### src/rtl/clk_counter_leds_top.sv
// DE0-Nano LED demo: divides EXTCLK down to a 5 Hz step and shows a binary
// count on the green LEDs, with the top LED pulsing once per wrap-around.
module clk_counter_leds_top #(
    parameter int  EXT_CLOCK_FREQ   = 50000000,
    parameter real EXT_CLOCK_PERIOD = 20.0,
    parameter int  LEDG_SIZE        = 8
) (
    input  logic                 EXTCLK,
    input  logic [1:0]           KEY,
    output logic [LEDG_SIZE-1:0] LEDG
);

    localparam int LED_CNTR_WIDTH = LEDG_SIZE - 1;
    localparam int COUNT_FREQ     = EXT_CLOCK_FREQ / 5;
    localparam int COUNT_WIDTH    = $clog2(COUNT_FREQ);

    localparam logic [COUNT_WIDTH-1:0]    COUNT_MAX = COUNT_WIDTH'(COUNT_FREQ - 1);
    localparam logic [LED_CNTR_WIDTH-1:0] LED_MAX   = '1;

    logic rst_n;
    logic en;
    logic tick;

    logic [COUNT_WIDTH-1:0]    clk_counter;
    logic [COUNT_WIDTH-1:0]    clk_counter_d;
    logic [LED_CNTR_WIDTH-1:0] led_counter;
    logic [LED_CNTR_WIDTH-1:0] led_counter_d;
    logic                      overflow;
    logic                      overflow_d;

    // Push-buttons are active-low; enable is used raw, without synchronizer.
    assign rst_n = KEY[0];
    assign en    = ~KEY[1];
    assign tick  = (clk_counter == COUNT_MAX);

    always_comb begin
        clk_counter_d = clk_counter;
        led_counter_d = led_counter;
        overflow_d    = 1'b0;
        if (en) begin
            if (tick) begin
                clk_counter_d = '0;
                led_counter_d = led_counter + 1'b1;
                overflow_d    = (led_counter == LED_MAX);
            end else begin
                clk_counter_d = clk_counter + 1'b1;
            end
        end
    end

    always_ff @(posedge EXTCLK or negedge rst_n) begin
        if (!rst_n) begin
            clk_counter <= '0;
            led_counter <= '0;
            overflow    <= 1'b0;
        end else begin
            clk_counter <= clk_counter_d;
            led_counter <= led_counter_d;
            overflow    <= overflow_d;
        end
    end

    assign LEDG = {overflow, led_counter};

endmodule

### config.mk
export PLATFORM = sky130hd
export DESIGN_NAME = clk_counter_leds_top
export DESIGN_NICKNAME = d
export VERILOG_FILES = /design/src/rtl/clk_counter_leds_top.sv
export SDC_FILE = /design/constraint.sdc
export NUM_CORES = 1
export LEC_CHECK = 0
export CAP_MARGIN = 20
export CORE_UTILIZATION = 25
export DETAILED_ROUTE_END_ITERATION = 16
export REMOVE_ABC_BUFFERS = 1
export SLEW_MARGIN = 25
export SYNTH_ARGS = -nofsm -noshare
export SYNTH_HDL_FRONTEND = slang
export SYNTH_SLANG_ARGS = --single-unit
### constraint.sdc
create_clock -name EXTCLK -period 3.8 [get_ports EXTCLK]
set_input_delay 0.57 -clock EXTCLK [delete_from_list [all_inputs] [get_ports EXTCLK]]
set_output_delay 0.57 -clock EXTCLK [all_outputs]
set_load 0.005 [all_outputs]
## Yosys cells after proc, flatten, opt, wreduce, memory -nomap -nowiden

Cells that the tools add are included.

- Add/sub/neg operators: 2
- Equal/unequal tests: 2
- Muxes and demuxes: 3
- Bitwise gates (word level): 1
- Reductions and logical operators: 1

Operators with widths:

| kind | number |
|---|---|
| $add A24 B1 Y24 const B | 1 |
| $eq A24 B24 Y1 const B | 1 |
| $mux W24 | 1 |
| $add A7 B1 Y7 const B | 1 |
| $eq A7 B7 Y1 const B | 1 |
| $mux W1 | 2 |
| $reduce_and A2 Y1 | 1 |
| $not A1 Y1 | 1 |

- Flip-flop bits (word level): 32
- Input port bits: 3
- Output and inout bits: 8
- Word-level logic and storage cells: 12

## Depth between registers and ports, before layout

- Depth after elaboration: 3
- Depth in mapped cells: 6
- Depth with buffers taken out: 5

## Worst setup path before layout

No wires, ideal clock.

- Kind: register -> register
- From: reg clk_counter[0]
- To: reg led_counter[1]
- Arrival time: 1.704 ns
- Data required time: 3.672 ns
- Path slack: 1.968 ns
- Cell stages (with the launch flop): 6
- Period minus slack after synthesis: 1.832 ns
- Cells stage by stage: dfrtp_1 ha_1 nand4_4 or3_4 nor3_4 mux2_1

- Cells in the longest elaborated chain, start to end: 2

RTL lines:

| item | line | text |
|---|---|---|
| from (decl) | 24 | `logic [COUNT_WIDTH-1:0] clk_counter;` |
| from (signal assigned) | 57 | `clk_counter <= clk_counter_d;` |
| $eq A24 B24 Y1 | 34 | `assign tick = (clk_counter == COUNT_MAX);` |
| $reduce_and A2 Y1 (no source line) | n/a |  |
| to (signal assigned) | 58 | `led_counter <= led_counter_d;` |
| to (decl) | 26 | `logic [LED_CNTR_WIDTH-1:0] led_counter;` |

No other way between the ends.
A chain may end at the register's enable or synchronous reset.

==> summary.txt <==
Yosys
  • Post-Syn Area: 1690 um^2
  • Synth cell types: 40
  • EDFF count, synth: 0
  • Sequential share of the synthesized area: a little under half
  • Syn Inst Count: 157
  • Synth async-reset ratio: 100%
  • Leading register cell type out of synthesis: dfrtp_1
  • Syn avg cell area: roughly 11 um^2
  • Synth warn: 0
  • Yosys reg bits: 32

STA
  • Hold WS: approximately 0.49 ns
  • Slew HR: between 60 and 70%
  • RSZ-0062 raised after global routing: no
  • Layout Skew: roughly 0.0082 ns
  • Count of pins over their slew limit: 0
  • Final worst path period share: a little over 60%
  • Max Freq: ~430 MHz
  • Setup TNS: 0 ns
  • Slew @ Worst Pin: ~0.48 ns
  • Fin. Hold Viols: 0
  • Final min period: ~2.3 ns
  • Setup violators final: 0

Die
  • Die height: about 84 um
  • Starting Density: between 20% and 30%
  • Die X-Extent: around 84 um
  • Cell row count: 29
  • Total core area: around 6400 um^2
  • Die area: 7080 um^2
  • I/O pin total: 11

Place
  • Gpl congestion: roughly 0.91
  • Port Buf Inserts: 10
  • Post-detail-place hpwl: 2510 um

Power
  • Maximum vdd drop: 0.150 mV
  • PwrDens: about 430 nW/um^2
  • Static Leakage: between 0.8 and 0.9 nW

Route
  • DR WL/cell: 14.0 um
  • First-pass DRT Iterations: 4
  • Via density: about 5
  • Post-DRT Antenna Nets: 0
  • DR vias: about 1.2k
  • DRT Wirelength: roughly 3500 um
  • DRC viols: 0
  • Iter 0 DRT Violations: 53

Final layout
  • Fill count: about 640
  • P&R area growth vs syn: 17.8%
  • Multi-input logic area: 838 um^2
  • Most frequent cells in the layout: 32 x dfrtp_1, 12 x nand4_1, 12 x nand2_1
  • Layout cells sized above 1: between 10% and 20%
  • Commonest non-fill, non-tap cell in the layout: dfrtp_1
  • Register Area: between 800 and 900 um^2
  • # diodes: 0
  • Layout net count: approximately 180

GRT
  • Antenna violations before repair: 0
  • Total track usage: a little over a tenth
  • First-pass GRT wire length: around 6000 um
  • Vias in the first global route: between 1k and 1.5k
  • Largest net degree at the start of global routing: 33
  • Grt ovf: 0

Critical path
  • Worst-path fanout max: 13
  • Critical Path AT: between 2 and 3 ns
  • Worst path required time: 4.01 ns
  • CP endpoint kind: register
  • Critical path buffer and inverter count: 1
  • CP peak stage delay: 0.65 ns
  • Slowest stage cell, crit path: clkdlybuf4s50_1
  • Critical path class: in -> reg
  • Startpoint type of the worst setup path: input pin
  • CP cell instances: clkdlybuf4s50_1, and3b_1, nand3_1, or4_1, a21oi_1
  • CP delay by family, top: simple AND/OR/NAND/NOR gates

Clocking
  • Root buffer cell: clkbuf_8
  • Worst-path clk slew: 0.07 ns
  • Resized Gates After CTS: 0
  • Clk_lat worst skew: approximately 0.28 ns
  • TritonCTS Buffers: 5
  • TritonCTS clock tree: yes
  • CTS max path bufs: 2
  • Total clock sinks: 32
  • Setup repair bufs after CTS: 0
  • Total number of H-tree levels: 2
  • Hold Buf Count CTS: 0

Flow run
  • Max Cap Viol: 0

Worst hold path
  • Worst min-delay path class: reg -> reg

Outcome
  • Status: finished, final reports clean
-- worst register-to-register path, cell delays in order, from the launching register on --
cell,delay [ns]
dfrtp_1,0.41
ha_1,0.23
nand4_4,0.14
or3_4,0.51
nor3_4,0.39
mux2_1,0.36
-- where the power goes --
group | internal (mW) | switching (mW) | leakage (nW)
Combinational | 0.0358 | 0.0438 | 0.360
Clock | 0.231 | 0.123 | 0.0645
Sequential | 0.371 | 0.0520 | 0.418
Total | 0.638 | 0.219 | 0.843
-- registers in the layout, indices dropped and copies added, names as in the netlist --
register	flops
clk_counter	24
overflow	1
led_counter	7
-- routing by layer --
metal / track usage [%] / wire length, um
met4: 6.74 / 149
met3: 3.24 / 148
met1: 14.6 / 1740
met5: 0 / 0
met2: 14.8 / 1440
-- worst paths after layout --
path	slack, ns	startpoint	to	cells past startpoint
hold reg to reg	0.49	led_counter[6]$_DFFE_PN0P_	led_counter[6]$_DFFE_PN0P_	1
min in group asynchronous	0.67	KEY[0]	led_counter[3]$_DFFE_PN0P_	2
hold / removal	0.49	led_counter[6]$_DFFE_PN0P_	led_counter[6]$_DFFE_PN0P_	1
setup reg to reg	1.63	clk_counter[0]$_DFFE_PN0N_	led_counter[1]$_DFFE_PN0P_	5
setup / recovery	1.50	KEY[1]	clk_counter[23]$_DFFE_PN0N_	5
max in group asynchronous	2.81	KEY[0]	clk_counter[7]$_DFFE_PN0N_	2
-- metrics by stage --
step | util, % | instance area (um^2) | setup slack [ns] | power (mW) | std cells
2_1_floorplan | - | 1660 | 1.91 | 0.471 | 152
3_3_place_gp | 29.0 | 1860 | 1.33 | 0.508 | 240
3_5_place_dp | 29.0 | 1860 | 1.22 | 0.510 | 240
4_1_cts | 31.0 | 1990 | 1.55 | 0.871 | 248
5_1_grt | 31.0 | 1990 | 1.38 | 0.904 | 248
6_report | 31.0 | 1990 | 1.50 | 0.857 | 248
-- Yosys cell counts, types with 3 or more instances --
library cell | instances | area share (%)
nand4_1 | 12 | 4.4
nor3_1 | 7 | 2.1
and3_1 | 4 | 1.5
nand3_1 | 8 | 2.4
a21oi_1 | 5 | 1.5
dfrtp_1 | 32 | 47
o21ai_0 | 5 | 1.5
nor2_1 | 8 | 1.8
nand2_1 | 12 | 2.7
inv_1 | 5 | 1.1
xor2_1 | 11 | 5.7
xnor2_1 | 10 | 5.2
clkbuf_1 | 3 | 0.67
-- logic make-up after synthesis --
logic type               synth area share [%]
AND/OR/NAND/NOR                          29.6
flip-flops                               47.4
XOR/XNOR                                 10.9
AO/OA/AOI/OAI                            7.04
buffers and inverters                    2.89
adder cells (fa/ha/maj)                  1.48
multiplexers                            0.667
-- area by class of cell --
cell class                      instances  area share (%)
Clock buffer                            7            4.85
Multi-Input combinational cell        115            42.2
Tap cell                               77            4.85
Timing Repair Buffer                   11            5.41
Sequential cell                        32            40.3
Inverter                                5           0.944
Clock inverter                          1            1.51
Note: power is estimated with default switching activity, not from simulation.
